<file path="src/rtl/nes_pad_reader_if.sv">
// Pin and decoded-button bundle between the NES pad reader and its consumers.
// master = reader side (drives strobes and decoded outputs), slave = pads/consumer side.
interface nes_pad_reader_if #(
  parameter int NUM_PADS = 1
);
  logic [NUM_PADS-1:0]   nes_data;
  logic                  nes_latch;
  logic                  nes_clk;
  logic [8*NUM_PADS-1:0] buttons;
  logic                  buttons_valid;
  logic [8*NUM_PADS-1:0] pressed;
  logic                  mux_select;
  logic                  select_out;

  modport master (
    input  nes_data,
    output nes_latch, nes_clk, buttons, buttons_valid, pressed, mux_select, select_out
  );

  modport slave (
    output nes_data,
    input  nes_latch, nes_clk, buttons, buttons_valid, pressed, mux_select, select_out
  );
endinterface

</file>
<file path="src/rtl/nes_pad_reader.sv">
// Self-timed NES pad poller: latch/clock generation, serial capture, press-edge decode.
// Frame is 16*CLK_DIV+9 cycles after POLL_CYCLES idle; outputs update the cycle after DONE, no backpressure.
module nes_pad_reader #(
  parameter int NUM_PADS    = 1,
  parameter int CLK_DIV     = 300,
  parameter int POLL_CYCLES = 833333
) (
  input  logic               clk,
  input  logic               reset_n,
  nes_pad_reader_if.master   bus
);

  localparam int LATCH_CYC = 2 * CLK_DIV;
  localparam int CNT_MAX   = (LATCH_CYC > POLL_CYCLES) ? LATCH_CYC : POLL_CYCLES;
  localparam int CW        = $clog2(CNT_MAX + 1);

  localparam logic [CW-1:0] POLL_LAST  = CW'(POLL_CYCLES - 1);
  localparam logic [CW-1:0] LATCH_LAST = CW'(LATCH_CYC - 1);
  localparam logic [CW-1:0] DIV_LAST   = CW'(CLK_DIV - 1);

  typedef enum logic [2:0] {
    IDLE   = 3'd0,
    LATCH  = 3'd1,
    SAMPLE = 3'd2,
    CLK_HI = 3'd3,
    CLK_LO = 3'd4,
    DONE   = 3'd5
  } state_t;

  state_t                state, state_nxt;
  logic [CW-1:0]         cnt, cnt_nxt;
  logic [2:0]            bit_idx, bit_idx_nxt;
  logic [NUM_PADS-1:0]   sync1, sync2;
  logic [8*NUM_PADS-1:0] shift_r;

  always_ff @(posedge clk or negedge reset_n) begin
    if (!reset_n) begin
      state   <= IDLE;
      cnt     <= '0;
      bit_idx <= '0;
    end else begin
      state   <= state_nxt;
      cnt     <= cnt_nxt;
      bit_idx <= bit_idx_nxt;
    end
  end

  // Each timed state ends when its phase counter reaches the last cycle.
  always_comb begin
    state_nxt   = state;
    cnt_nxt     = cnt + 1'b1;
    bit_idx_nxt = bit_idx;
    case (state)
      IDLE: begin
        if (cnt == POLL_LAST) begin
          state_nxt   = LATCH;
          cnt_nxt     = '0;
          bit_idx_nxt = '0;
        end
      end
      LATCH: begin
        if (cnt == LATCH_LAST) begin
          state_nxt = SAMPLE;
          cnt_nxt   = '0;
        end
      end
      SAMPLE: begin
        cnt_nxt = '0;
        if (bit_idx == 3'd7) begin
          state_nxt = DONE;
        end else begin
          bit_idx_nxt = bit_idx + 3'd1;
          state_nxt   = CLK_HI;
        end
      end
      CLK_HI: begin
        if (cnt == DIV_LAST) begin
          state_nxt = CLK_LO;
          cnt_nxt   = '0;
        end
      end
      CLK_LO: begin
        if (cnt == DIV_LAST) begin
          state_nxt = SAMPLE;
          cnt_nxt   = '0;
        end
      end
      DONE: begin
        state_nxt = IDLE;
        cnt_nxt   = '0;
      end
      default: begin
        state_nxt = IDLE;
        cnt_nxt   = '0;
      end
    endcase
  end

  always_ff @(posedge clk or negedge reset_n) begin
    if (!reset_n) begin
      sync1 <= '0;
      sync2 <= '0;
    end else begin
      sync1 <= bus.nes_data;
      sync2 <= sync1;
    end
  end

  // Strobes are registered from the next state so they track the FSM without glitches.
  always_ff @(posedge clk or negedge reset_n) begin
    if (!reset_n) begin
      bus.nes_latch <= 1'b0;
      bus.nes_clk   <= 1'b0;
    end else begin
      bus.nes_latch <= (state_nxt == LATCH);
      bus.nes_clk   <= (state_nxt == CLK_HI);
    end
  end

  always_ff @(posedge clk or negedge reset_n) begin
    if (!reset_n) begin
      shift_r <= '0;
    end else if (state == SAMPLE) begin
      for (int p = 0; p < NUM_PADS; p++) begin
        shift_r[8*p +: 8] <= {shift_r[8*p +: 7], ~sync2[p]};
      end
    end
  end

  // A takes priority over B; Select toggles only on a fresh press of pad 0.
  always_ff @(posedge clk or negedge reset_n) begin
    if (!reset_n) begin
      bus.buttons       <= '0;
      bus.pressed       <= '0;
      bus.buttons_valid <= 1'b0;
      bus.mux_select    <= 1'b0;
      bus.select_out    <= 1'b0;
    end else if (state == DONE) begin
      bus.buttons       <= shift_r;
      bus.pressed       <= shift_r & ~bus.buttons;
      bus.buttons_valid <= 1'b1;
      if (shift_r[7]) begin
        bus.mux_select <= 1'b0;
      end else if (shift_r[6]) begin
        bus.mux_select <= 1'b1;
      end
      bus.select_out <= bus.select_out ^ (shift_r[5] & ~bus.buttons[5]);
    end else begin
      bus.pressed       <= '0;
      bus.buttons_valid <= 1'b0;
    end
  end

endmodule

</file>
<file path="src/flat_wrapper.sv">
// flat-port wrapper written by rule: the top's interface ports become plain ports
module nes_pad_reader_flat 
#(
  parameter int NUM_PADS    = 1,
  parameter int CLK_DIV     = 300,
  parameter int POLL_CYCLES = 833333
)
  (clk, reset_n, bus_nes_data, bus_nes_latch, bus_nes_clk, bus_buttons, bus_buttons_valid, bus_pressed, bus_mux_select, bus_select_out);
  nes_pad_reader_if #(.NUM_PADS(NUM_PADS)) bus_i ();
  input  logic clk;
  input  logic reset_n;
  input wire logic [$bits(bus_i.nes_data)-1:0] bus_nes_data;
  output wire logic [$bits(bus_i.nes_latch)-1:0] bus_nes_latch;
  output wire logic [$bits(bus_i.nes_clk)-1:0] bus_nes_clk;
  output wire logic [$bits(bus_i.buttons)-1:0] bus_buttons;
  output wire logic [$bits(bus_i.buttons_valid)-1:0] bus_buttons_valid;
  output wire logic [$bits(bus_i.pressed)-1:0] bus_pressed;
  output wire logic [$bits(bus_i.mux_select)-1:0] bus_mux_select;
  output wire logic [$bits(bus_i.select_out)-1:0] bus_select_out;
  assign bus_i.nes_data = bus_nes_data;
  assign bus_nes_latch = bus_i.nes_latch;
  assign bus_nes_clk = bus_i.nes_clk;
  assign bus_buttons = bus_i.buttons;
  assign bus_buttons_valid = bus_i.buttons_valid;
  assign bus_pressed = bus_i.pressed;
  assign bus_mux_select = bus_i.mux_select;
  assign bus_select_out = bus_i.select_out;
  nes_pad_reader #(.NUM_PADS(NUM_PADS), .CLK_DIV(CLK_DIV), .POLL_CYCLES(POLL_CYCLES)) u_core (.clk(clk), .reset_n(reset_n), .bus(bus_i));
endmodule
</file>
<file path="config.mk">
export PLATFORM = sky130hd
export DESIGN_NAME = nes_pad_reader_flat
export DESIGN_NICKNAME = d
export VERILOG_FILES = /design/src/rtl/nes_pad_reader_if.sv /design/src/rtl/nes_pad_reader.sv /design/src/flat_wrapper.sv
export SDC_FILE = /design/constraint.sdc
export NUM_CORES = 1
export LEC_CHECK = 0
export CAP_MARGIN = 0
export CORE_MARGIN = 5
export CORE_UTILIZATION = 50
export DETAILED_ROUTE_END_ITERATION = 6
export PLACE_DENSITY = 0.7
export SYNTH_ARGS = -nofsm -noshare
export SYNTH_HDL_FRONTEND = slang
export SYNTH_SLANG_ARGS = --single-unit
</file>
<file path="constraint.sdc">
create_clock -name clk -period 2.31 [get_ports clk]
set_clock_uncertainty 0.2 [all_clocks]
set_input_delay 0.462 -clock clk [delete_from_list [all_inputs] [get_ports clk]]
set_output_delay 0.462 -clock clk [all_outputs]
set_load 0.02 [all_outputs]
</file>
# Word level (Yosys, flattened, before mapping)
# Cells that the tools add are included.
[word_totals]
register_bits = 57
output_inout_bits = 21
word_cells = 57
[op_classes]
add_sub_neg = 2
n_eq_ne = 13
n_mux = 17
bitwise = 6
reduce_logical = 6
[ops]
columns = ["cell", "count"]
rows = [
  ["20-bit two-way mux", 3],
  ["20-bit one-hot mux with 3 select lines", 1],
  ["3-bit two-way mux", 7],
  ["20-bit by 1-bit adder with 20-bit output (second input constant)", 1],
  ["20-bit by 10-bit equality test with 1-bit output (second input constant)", 1],
  ["20-bit equality test (second input constant)", 1],
  ["20-bit by 9-bit equality test with 1-bit output (second input constant)", 1],
  ["3-bit one-hot mux with 5 select lines", 1],
  ["3-bit by 2-bit equality test with 1-bit output (second input constant)", 3],
  ["3-bit equality test (second input constant)", 3],
  ["8-bit bitwise AND", 1],
  ["8-bit two-way mux", 1],
  ["8-bit inverter", 1],
  ["3-bit by 1-bit equality test with 1-bit output (second input constant)", 2],
  ["3-bit one-hot mux with 2 select lines", 1],
  ["2-bit nonzero test", 2],
  ["3-bit by 1-bit adder with 3-bit output (second input constant)", 1],
  ["3-bit logical NOT", 1],
  ["1-bit two-way mux", 3],
  ["3-bit AND reduction", 1],
  ["2-bit by 1-bit != test with 1-bit output (second input constant)", 1],
  ["2-bit != test (second input constant)", 1],
  ["1-bit inverter", 2],
  ["2-bit AND reduction", 1],
  ["3 further kinds", 3],
]

# Depth between registers and ports, before layout
# Gate-level depths: netlist of run 1.
[logic_depth]
ltp_word = 4
ltp_mapped = 8

# Least setup slack after synthesis of run 1
# OpenSTA, ideal clock, no wires.
[synth_timing]
path_type = "reg-to-reg"
start = "register u_core.cnt[14]"
end = "register u_core.cnt[13]"
arrival_time_ns = 1.594
required_ns = 1.991
setup_slack_ns = 0.397
stages_incl_launch_ff = 7
path_buffers = 1
cell_sequence = "dfrtp_1 or3_4 nor4_4 nand3_1 a2bb2oi_2 buf_6 nor2_1"
[synth_via]
elab_chain_cells = 3
[synth_rtl]
columns = ["element", "line", "rtl"]
rows = [
  ["start: declaration", "nes_pad_reader.sv:31", "logic [CW-1:0] cnt, cnt_nxt;"],
  ["start signal: assignment", "nes_pad_reader.sv:43", "cnt <= cnt_nxt;"],
  ["20-bit by 9-bit equality test with 1-bit output, or another cell as far along", "nes_pad_reader.sv:77, nes_pad_reader.sv:83", ""],
  ["20-bit two-way mux (on tied branches)", "--", ""],
  ["20-bit one-hot mux with 3 select lines (*)", "nes_pad_reader.sv:53", "case (state)"],
  ["net u_core.cnt_nxt[13]", "nes_pad_reader.sv:31", ""],
]
# Mark *: on every way through the listed nets, which the timed path passes. The rest lies on a longest branch.
# A chain may end at the register's enable or synchronous reset.

# Final worst setup path of run 1
[layout_timing]
start = "register u_core.cnt[0]"
end = "register u_core.cnt[14]"
[layout_via]
elab_chain_cells = 3
[layout_rtl]
columns = ["element", "line", "rtl"]
rows = [
  ["20-bit by 1-bit adder with 20-bit output, or another cell as far along", "nes_pad_reader.sv:51", "cnt_nxt = cnt + 1'b1;"],
  ["20-bit two-way mux (on tied branches)", "--", ""],
  ["20-bit one-hot mux with 3 select lines (*)", "nes_pad_reader.sv:53", ""],
  ["net u_core.cnt_nxt[14]", "nes_pad_reader.sv:31", ""],
]
# Marked as above.

==> reports/results.txt, run 1 <==
Dpl ws -> 111 ps
EDFF count, synth -> 0
Required time of the critical path -> 2330 ps
Share of power burned in registers -> 46.2%
Port Buffers -> 23
1st-iter DRT viols -> 127
Antenna Cells -> 0
Fin. Hold Viols -> 0
Syn. warnings -> 0
Final WS setup -> 200 ps
DR WL/cell -> 14.3 µm
DR DRC count -> 0
Worst slew pin tran -> 517 ps
Final setup TNS -> 0 ps
Synth async-reset ratio -> 100%
Synth-to-Final Area Change -> 23.7%
Yosys top cell area share -> 56.8%
Switch share -> 19.2%
Crit path DAT -> 2130 ps
Fill count -> 387
Syn_area_per_cell -> 10.7 µm²
CTS tree -> done
Slowest Stage Delay on Critical Path -> 410 ps
Max clock buf depth -> 2
Post-layout minimum cycle time -> 2110 ps
Multiplexer area fraction after synthesis -> 3.14%
Mapped cell area -> 2510 µm²
Combinational share of power -> 1.2%
Hold Crit Class -> reg -> reg
Antenna Nets Post-Route -> 0
I/O pins -> 24
Max_slew headroom -> 65.5%
Total track usage -> 18.1%
Initial Util -> 52.5%
Slowest CP cell -> dfrtp_1
Cell variety after synth -> 38
CTS Root Buffer Type -> clkbuf_8
Max-Cap Viols -> 0
First-pass GRT wire length -> 8740 µm
Final Cycle Share -> 91.3%
Top_reg_cell synth -> dfrtp_1
Die area -> 6540 µm²
Initial antenna violation count -> 0
Startpoint Class -> flop
Synth Area in XOR/XNOR -> 6.62%
Crit Path Category -> reg -> reg
Clock latency on the worst-skew pair -> 340 ps
Clock share of power -> 52.6%
Height of the die -> 80.9 µm
# rows -> 25
Main combinational cell family by area after synthesis -> simple AND/OR/NAND/NOR gates
Outcome -> finished, final reports clean
Simple-gate share of the synthesized area -> 25.2%
Largest net degree at the start of global routing -> 37
Core area -> 4790 µm²
Adder-cell share of the synthesized area -> 1.99%
Share of layout cells above drive strength 1 -> 12.8%
Synth area leader -> dfrtp_1
Via Count -> 1,792
Worst setup EP type -> flop
Post-detail-place hpwl -> 3310 µm
PD cells -> 698 nW/µm²
Total gr overflow -> 0
Final setup viols -> 0
Detailed Routing Iterations Pass 1 -> 4
Static Leak -> 1.46 nW
Routed WL -> 4850 µm
Via count of the first global-routing pass -> 1,775
Slew Limit Fails -> 0
P_int -> 1.75 mW
Max Fclk -> 474 MHz
Net Sw Power -> 416 µW
Register area share after synthesis -> 56.8%
Synth Area in Compound Gates -> 3.98%
CTS buffer count -> 9
Commonest cells after routing, fill and taps aside -> 57 x dfrtp_1, 37 x nand2_1, 33 x nor2_1
Routability Congestion -> 0.829
RSZ-0062 raised after global routing -> no
Net Count, Synth -> 241
Final nets -> 275
Crit path max fanout -> 20
Most common cell after layout, fill and taps aside -> dfrtp_1
Mapped Cells -> 234
Synth area leaders -> dfrtp_1 57%, nand2_1 5.5%, nor2_1 4.9%, xnor2_1 3.5%, mux2_2 3.1%
H-tree Lvls -> 3
Clock transition at path regs -> 60 ps
Vias per cell -> 5.27
Critical path, cell by cell -> ha_1, nor4b_2, nand2_1, nor3_2, a2bb2oi_2, buf_12, nor2_1
Total clock sinks -> 57
Die span in x -> 80.9 µm
Flops & latches, synth -> 57
VDD IR max -> 0.580 mV
-- kinds of logic (layout without fill, tap and decap cells) --
kind of cell / after synthesis / after routing
AO/OA/AOI/OAI: 15 / 15
XOR/XNOR: 19 / 19
adder cells (fa/ha/maj): 4 / 4
buffers and inverters: 11 / 50
flip-flops: 57 / 57
multiplexers: 7 / 7
AND/OR/NAND/NOR: 121 / 121
-- sequential cells by signal (all words and copies together) (netlist names) --
signal / cells
u_core.bit_idx: 3
u_core.bus.buttons: 8
u_core.bus.buttons_valid: 1
u_core.bus.mux_select: 1
u_core.bus.nes_clk: 1
u_core.bus.nes_latch: 1
u_core.bus.pressed: 8
u_core.bus.select_out: 1
u_core.cnt: 20
u_core.shift_r: 8
u_core.state: 3
u_core.sync1: 1
u_core.sync2: 1
-- cell type report --
type	instances	area (µm²)	share of cell area [%]
Sequential cell	57	1430	45.9
Multi-Input combinational cell	166	1040	33.3
Timing Repair Buffer	29	298	9.59
Clock buffer	11	141	4.55
Clock inverter	5	103	3.30
Tap cell	67	83.8	2.70
Inverter	5	18.8	0.604
-- worst max-delay path, delay by kind of cell (launching register included) --
| kind | cells | cell delay (ps) |
|---|---|---|
| and+or+nand+nor | 4 | 750 |
| AOI/OAI and AO/OA | 1 | 220 |
| DFF | 1 | 410 |
| buffers and inverters | 1 | 170 |
| adders and majority gates | 1 | 230 |
-- path summary, 6_finish.rpt --
path                                    startpoint  slack [ps]  cells past startpoint                                end
min                         u_core.sync1$_DFF_PN0_         150                      0             u_core.sync2$_DFF_PN0_
max reg2reg                u_core.cnt[0]$_DFF_PN0_         200                      7           u_core.cnt[14]$_DFF_PN0_
max                        u_core.cnt[0]$_DFF_PN0_         200                      7           u_core.cnt[14]$_DFF_PN0_
min in group asynchronous                  reset_n         440                      2           u_core.cnt[10]$_DFF_PN0_
min reg2reg                 u_core.sync1$_DFF_PN0_         150                      0             u_core.sync2$_DFF_PN0_
max in group asynchronous                  reset_n         900                      3  u_core.bus.buttons[0]$_DFFE_PN0P_
-- cells in the mapped netlist, types with 2 or more instances --
master	n
mux2_2	7
nor4b_1	2
nand2b_1	2
nor3b_1	6
nor2b_1	5
nor2_1	33
and3_1	3
or2_2	2
xnor2_1	10
inv_1	5
nor3_1	2
and4_1	7
ha_1	4
buf_6	2
nor4_1	2
nand3_1	7
nand4_1	4
clkbuf_1	4
a21oi_1	4
nand2_1	37
nand3b_1	2
xor2_1	9
dfrtp_1	57
o21ai_0	4
-- metal layers --
layer / GRT usage [%] / vias up / part of all wire (%)
met5: 0 / - / 0
li1: - / 864 / -
met4: 12.0 / 0 / 3.4
met2: 24.2 / 36 / 45
met1: 25.6 / 877 / 49
met3: 4.55 / 15 / 3.5
-- what timing repair did --
| action | in CTS | in global routing |
|---|---|---|
| endpoints found under the setup margin | 0 | 20 |
| hold buffers | 1 | 0 |
| gates resized for setup | 0 | 1 |
| buffers inserted | 0 | 0 |
| hold endpoints to repair | 21 | 0 |
-- power groups by stage --
stage                     clock [mW]  sequential [mW]  combinational, mW
after floorplan                    0             1.02          0.0000210
after global placement             0             1.02             0.0264
after detailed placement           0             1.02             0.0266
after CTS                       1.16             1.00             0.0279
after global routing            1.23             1.00             0.0316
final                           1.14             1.00             0.0262
-- per-stage QoR --
stage | power [mW] | hold WS, ps | util [%] | cell area [µm²] | instances
6_report | 2.17 | 150 | 64.9 | 3110 | 340
3_3_place_gp | 1.05 | 139 | 59.5 | 2850 | 323
4_1_cts | 2.19 | 155 | 64.8 | 3100 | 340
3_5_place_dp | 1.05 | 141 | 59.5 | 2850 | 323
2_1_floorplan | 1.02 | -33.6 | - | 2510 | 234
5_1_grt | 2.26 | 168 | 64.9 | 3110 | 340
Note: power is estimated with default switching activity, not from simulation.
==> run 2: changes to the inputs <==
Settings changed: CORE_MARGIN 5 to default, CORE_UTILIZATION 50 to 35, PLACE_DENSITY 0.7 to 0.52.
==> run 2 against run 1 <==
Compared with the run above:
- final cell count is 8.8% higher
- flip-flop and latch count stayed put
- global-route usage is 3.8 points lower
- via count is 3.6% lower
- combinational power hardly changed
- clock-buffer cell count stayed put
- critical endpoint is now u_core.cnt[16]$_DFF_PN0_
- design area is 1.3% lower
- sequential share of layout area is 0.60 points higher
- largest cell class unchanged
==> reports/results.txt, run 2 (same netlist as run 1, synthesis figures left out) <==
Clock latency on the worst-skew pair -> 330 ps (about the same)
Static Leak -> 1.43 nW (-1.9%)
Post-detail-place hpwl -> 3170 µm (-4.3%)
Fill count -> 687 (+78%)
Design area -> 3070 µm² (-1.3%)
Clock transition at path regs -> 60 ps (about the same)
Post-layout minimum cycle time -> 2110 ps (-4.71 ps)
Core area -> 6870 µm² (+44%)
Final nets -> 276 (+0.36%)
Routed WL -> 4640 µm (-4.5%)
Via Count -> 1,728 (-3.6%)
Post-CTS setup buffers -> 0 (unchanged)
Final setup viols -> 0 (unchanged)
RSZ-0062 raised after global routing -> no
Vias per cell -> 4.67 (-11%)
# rows -> 30 (+20%)
H-tree Lvls -> 3 (unchanged)
Commonest cells after routing, fill and taps aside -> 57 x dfrtp_1, 37 x nand2_1, 33 x nor2_1
DR WL/cell -> 12.5 µm (-12%)
Initial antenna violation count -> 0 (unchanged)
Final Hold Slack -> 155 ps (+4.54 ps)
Max-Cap Viols -> 0 (unchanged)
VDD IR max -> 0.321 mV (-45%)
First-pass GRT wire length -> 8140 µm (-6.9%)
Startpoint Class -> flop
Required time of the critical path -> 2330 ps (about the same)
Critical path, cell by cell -> or3_4, nor4_4, nand3_1, a2bb2oi_2, buf_4, nor2_1
Max Fclk -> 475 MHz (+0.22%)
Hold Crit Class -> reg -> reg
Slowest CP cell -> or3_4
Largest net degree at the start of global routing -> 58 (+57%)
PD cells -> 597 nW/µm² (-14%)
DR DRC count -> 0 (unchanged)
Dpl cell area -> 2880 µm² (+1.1%)
Total clock sinks -> 57 (unchanged)
1st-iter DRT viols -> 51 (-60%)
CTS tree -> done
Worst setup EP type -> flop
Via count of the first global-routing pass -> 1,751 (-1.4%)
Sequential cell area -> 1430 µm² (unchanged)
Die area -> 7520 µm² (+15%)
Crit path DAT -> 2120 ps (about the same)
Final Cycle Share -> 91.1% (-0.20 points)
Share of layout cells above drive strength 1 -> 13.1% (+0.32 points)
Antenna Cells -> 0 (unchanged)
Final setup TNS -> 0 ps (unchanged)
Height of the die -> 86.7 µm (+7.2%)
Antenna Nets Post-Route -> 0 (unchanged)
CTS buffer count -> 9 (unchanged)
CTS Root Buffer Type -> clkbuf_8
Fin. Hold Viols -> 0 (unchanged)
Total gr overflow -> 0 (unchanged)
Die span in x -> 86.7 µm (+7.2%)
I/O pins -> 24 (unchanged)
Slew Limit Fails -> 0 (unchanged)
Largest register FFs -> 20 (unchanged)
Detailed Routing Iterations Pass 1 -> 4 (unchanged)
Outcome -> finished, final reports clean
Most common cell after layout, fill and taps aside -> dfrtp_1
Slowest Stage Delay on Critical Path -> 440 ps (+30 ps)
Crit Path Category -> reg -> reg
Crit path max fanout -> 13 (-35%)
Synth-to-Final Area Change -> 22.1%
Biggest register -> u_core.cnt
Total track usage -> 14.3% (-3.8 points)
Max_slew headroom -> 73.1% (+7.6 points)
Port Buffers -> 23 (unchanged)
Multi-input gate area -> 1040 µm² (unchanged)
Worst slew pin tran -> 400 ps (-117 ps)
Routability Congestion -> 0.772 (-7.0%)
Initial Util -> 36.6% (-16 points)
Max clock buf depth -> 2 (unchanged)
run 2: cell types whose count changed in the layout (fill, tap and decap cells not counted), sizes merged:
cell / delta
clkinv: +3
buf: +1
bufinv: -3
run 2: where the power goes:
part           switching [mW]  internal (mW)  leakage [nW]  total [mW]
sequential           0.000427           1.00         0.778        1.00
combinational          0.0195        0.00675         0.567      0.0263
clock                   0.391          0.414        0.0891       0.805
total                   0.411           1.42          1.43        1.83
run 2: path summary, 6_finish.rpt:
check / from / end / slack (ps) / depth (start not counted)
max in group asynchronous: reset_n / u_core.cnt[4]$_DFF_PN0_ / 1190 / 3
worst min register to register: u_core.sync1$_DFF_PN0_ / u_core.sync2$_DFF_PN0_ / 150 / 0
worst max register to register: u_core.cnt[14]$_DFF_PN0_ / u_core.cnt[16]$_DFF_PN0_ / 200 / 6
worst min-delay path: u_core.sync1$_DFF_PN0_ / u_core.sync2$_DFF_PN0_ / 150 / 0
worst max-delay path: u_core.cnt[14]$_DFF_PN0_ / u_core.cnt[16]$_DFF_PN0_ / 200 / 6
min in group asynchronous: reset_n / u_core.cnt[8]$_DFF_PN0_ / 440 / 3
run 2: layer usage:
metal  routed length (µm)  track usage [%]  vias to the layer above
met5                    0                0                        -
met4                  158             9.85                        0
met3                  126             3.24                       11
met2                 2010             21.0                       23
met1                 2340             18.8                      833
li1                     -                -                      861
run 2: layout make-up:
class                   count  share of cell area [%]
clock buffers              11                    4.61
repair buffers             30                    9.55
well taps                  96                    3.92
inverters                   5                   0.612
multi-input cells         166                    33.8
flip-flops and latches     57                    46.5
clock inverters             5                    1.02
run 2: worst max-delay path: cells and delay by family, from the launching register on:
kind,cells,cell delay (ps)
AND/OR/NAND/NOR,4,970
flip-flops,1,420
buffers and inverters,1,210
AO/OA/AOI/OAI,1,180
run 2: repair_timing:
item,in CTS,in global routing
setup endpoints to repair,0,22
endpoints found under the hold margin,57,0
resized for setup,0,1
hold buffers,1,0
run 2: per-stage QoR:
stage	std cells	power, mW	util, %	worst slack [ps]
floorplan	234	1.02	-	397
global placement	353	1.05	41.9	208
detailed placement	353	1.05	41.9	155
CTS	370	1.86	44.6	124
global route	370	1.91	44.6	78.0
finish	370	1.83	44.6	205
==> run 3: changes to the inputs <==
--- a/config.mk
+++ b/config.mk
@@ -7,4 +7,5 @@
 export LEC_CHECK = 0
 export CAP_MARGIN = 0
+export CORE_ASPECT_RATIO = 0.75
 export CORE_UTILIZATION = 35
 export DETAILED_ROUTE_END_ITERATION = 6
==> constraint.sdc (replaced) <==
create_clock -name clk -period 2.5 [get_ports clk]
set_clock_uncertainty 0.2 [all_clocks]
set_input_delay 0.5 -clock clk [delete_from_list [all_inputs] [get_ports clk]]
set_output_delay 0.5 -clock clk [all_outputs]
set_load 0.01 [all_outputs]
==> run 3 against run 2 <==
Compared with the run above:
- core utilization grew 0.58 points
- via count is the same
- sequential share of layout area shrank 0.56 points
==> reports/results.txt, run 3 (same netlist as run 1, synthesis figures left out) <==
Outcome -> finished, final reports clean
Initial antenna violation count -> 0 (unchanged)
Max_slew headroom -> 66.3% (-6.8 points)
GR met3 Demand/Resource -> 5.78% (+2.5 points)
Most common cell after layout, fill and taps aside -> dfrtp_1
Static Leak -> 1.44 nW (+0.16%)
Initial Util -> 36.6% (about the same)
Post-layout util -> 45.2% (+0.58 points)
Crit path max fanout -> 20 (+7)
Post-detail-place hpwl -> 3170 µm (about the same)
Critical path, cell by cell -> ha_1, nor4b_1, nand2_1, nor3_2, a2bb2oi_2, buf_4, nor2_1
Total gr overflow -> 0 (unchanged)
Synth-to-Final Area Change -> 23.6%
Crit path buffers/inverters -> 1 (unchanged)
Post-CTS setup buffers -> 0 (unchanged)
FF-to-FF setup slack -> 270 ps (+60 ps)
Net Sw Power -> 401 µW (-2.2%)
Vias per cell -> 4.67 (unchanged)
Startpoint Class -> flop
Total track usage -> 14.2% (-0.14 points)
Detailed Routing Iterations Pass 1 -> 4 (unchanged)
Die span in x -> 99.8 µm (+15%)
Height of the die -> 75.4 µm (-13%)
Clock transition at path regs -> 70 ps (about the same)
CTS buffer count -> 9 (unchanged)
Core area -> 6860 µm² (about the same)
Hold Crit Class -> reg -> reg
Sequential cell area -> 1430 µm² (unchanged)
Max Fclk -> 448 MHz (-5.7%)
Via count of the first global-routing pass -> 1,568 (-10%)
H-tree Lvls -> 3 (unchanged)
Gr busiest metal -> met1
Port Buffers -> 23 (unchanged)
CTS Root Buffer Type -> clkbuf_8
Worst setup EP type -> flop
Design Power -> 1.92 mW (+4.9%)
Routability Congestion -> 0.723 (-6.3%)
Fill count -> 633 (-7.9%)
1st-iter DRT viols -> 83 (+63%)
Final setup TNS -> 0 ps (unchanged)
Max clock buf depth -> 2 (unchanged)
Final nets -> 274 (-0.72%)
Clock share of power -> 50.6% (+6.7 points)
Final setup viols -> 0 (unchanged)
Dpl ws -> 286 ps (+131 ps)
Largest register FFs -> 20 (unchanged)
Post-CTS sizing -> 0 (unchanged)
P_int -> 1.52 mW (+6.9%)
Post-layout minimum cycle time -> 2230 ps (+126 ps)
Via Count -> 1,728 (unchanged)
Total clock sinks -> 57 (unchanged)
Met2 GRT Util -> 18.2% (-2.8 points)
Antenna Cells -> 0 (unchanged)
Slowest Stage Delay on Critical Path -> 410 ps (-30 ps)
Die area -> 7520 µm² (about the same)
Final WS setup -> 268 ps (+63.7 ps)
RSZ-0062 raised after global routing -> no
I/O pins -> 24 (unchanged)
DR DRC count -> 0 (unchanged)
Multi-input gate area -> 1030 µm² (-0.60%)
Biggest register -> u_core.cnt
First-pass GRT wire length -> 7870 µm (-3.3%)
Share of power burned in registers -> 48.1% (-6.5 points)
Clock latency on the worst-skew pair -> 340 ps (about the same)
VDD IR max -> 0.272 mV (-15%)
Switch share -> 20.9% (-1.5 points)
Required time of the critical path -> 2510 ps (+180 ps)
CTS tree -> done
Met1 usage -> 20.9% (+2.2 points)
Crit Path Category -> reg -> reg
Worst slew pin tran -> 500 ps (+101 ps)
Slew Limit Fails -> 0 (unchanged)
Fin. Hold Viols -> 0 (unchanged)
Max-Cap Viols -> 0 (unchanged)
Share of layout cells above drive strength 1 -> 12.5% (-0.64 points)
# rows -> 26 (-13%)
PD cells -> 619 nW/µm² (+3.6%)
Crit path DAT -> 2240 ps (+120 ps)
Slowest CP cell -> dfrtp_1
Final Cycle Share -> 89.3% (-1.9 points)
Commonest cells after routing, fill and taps aside -> 57 x dfrtp_1, 37 x nand2_1, 33 x nor2_1
Largest net degree at the start of global routing -> 58 (unchanged)
DR WL/cell -> 12.8 µm (+2.3%)
Combinational share of power -> 1.3% (about the same)
Largest delay contributor family on the critical path -> simple AND/OR/NAND/NOR gates
Antenna Nets Post-Route -> 0 (unchanged)
Routed WL -> 4740 µm (+2.3%)
## run 3: final cells by class
| cell class | instances | area share [%] |
|---|---|---|
| clock inverters | 6 | 2.94 |
| well taps | 98 | 3.95 |
| repair buffers | 28 | 8.95 |
| flip-flops and latches | 57 | 45.9 |
| multi-input cells | 166 | 33.2 |
| inverters | 5 | 0.605 |
| clock buffers | 10 | 4.43 |
## run 3: per-layer routing
| layer | up-vias | part of all wire, % |
|---|---|---|
| li1 | 859 | - |
| met5 | - | 0 |
| met2 | 26 | 41 |
| met4 | 0 | 0.95 |
| met1 | 839 | 54 |
| met3 | 4 | 3.8 |
## run 3: metrics by stage
stage	hold WS, ps	std cells	cell area (µm²)
final	152	370	3100
after detailed placement	136	353	2870
after floorplan	4.41	234	2510
after global routing	155	370	3100
after global placement	134	353	2870
after CTS	153	370	3100
## run 3: power groups by stage
stage / Clock [mW] / Sequential (mW) / Combinational [mW]
global placement: 0 / 0.941 / 0.0251
finish: 0.972 / 0.924 / 0.0243
global route: 1.04 / 0.923 / 0.0289
detailed placement: 0 / 0.941 / 0.0252
CTS: 1.00 / 0.924 / 0.0261
floorplan: 0 / 0.942 / 0.0000194
## run 3: path summary, 6_finish.rpt
| check | from | endpoint | cells after the start |
|---|---|---|---|
| worst min-delay path | u_core.sync1$_DFF_PN0_ | u_core.sync2$_DFF_PN0_ | 0 |
| worst max-delay path | u_core.cnt[0]$_DFF_PN0_ | u_core.cnt[13]$_DFF_PN0_ | 7 |
| worst max register to register | u_core.cnt[0]$_DFF_PN0_ | u_core.cnt[13]$_DFF_PN0_ | 7 |
| min in group asynchronous | reset_n | u_core.bus.buttons[6]$_DFFE_PN0P_ | 3 |
| max in group asynchronous | reset_n | u_core.cnt[13]$_DFF_PN0_ | 3 |
| worst min register to register | u_core.sync1$_DFF_PN0_ | u_core.sync2$_DFF_PN0_ | 0 |
## run 3: what timing repair did
action	CTS	global route
hold buffers	1	0
endpoints found under the setup margin	0	0
hold endpoints to repair	57	0
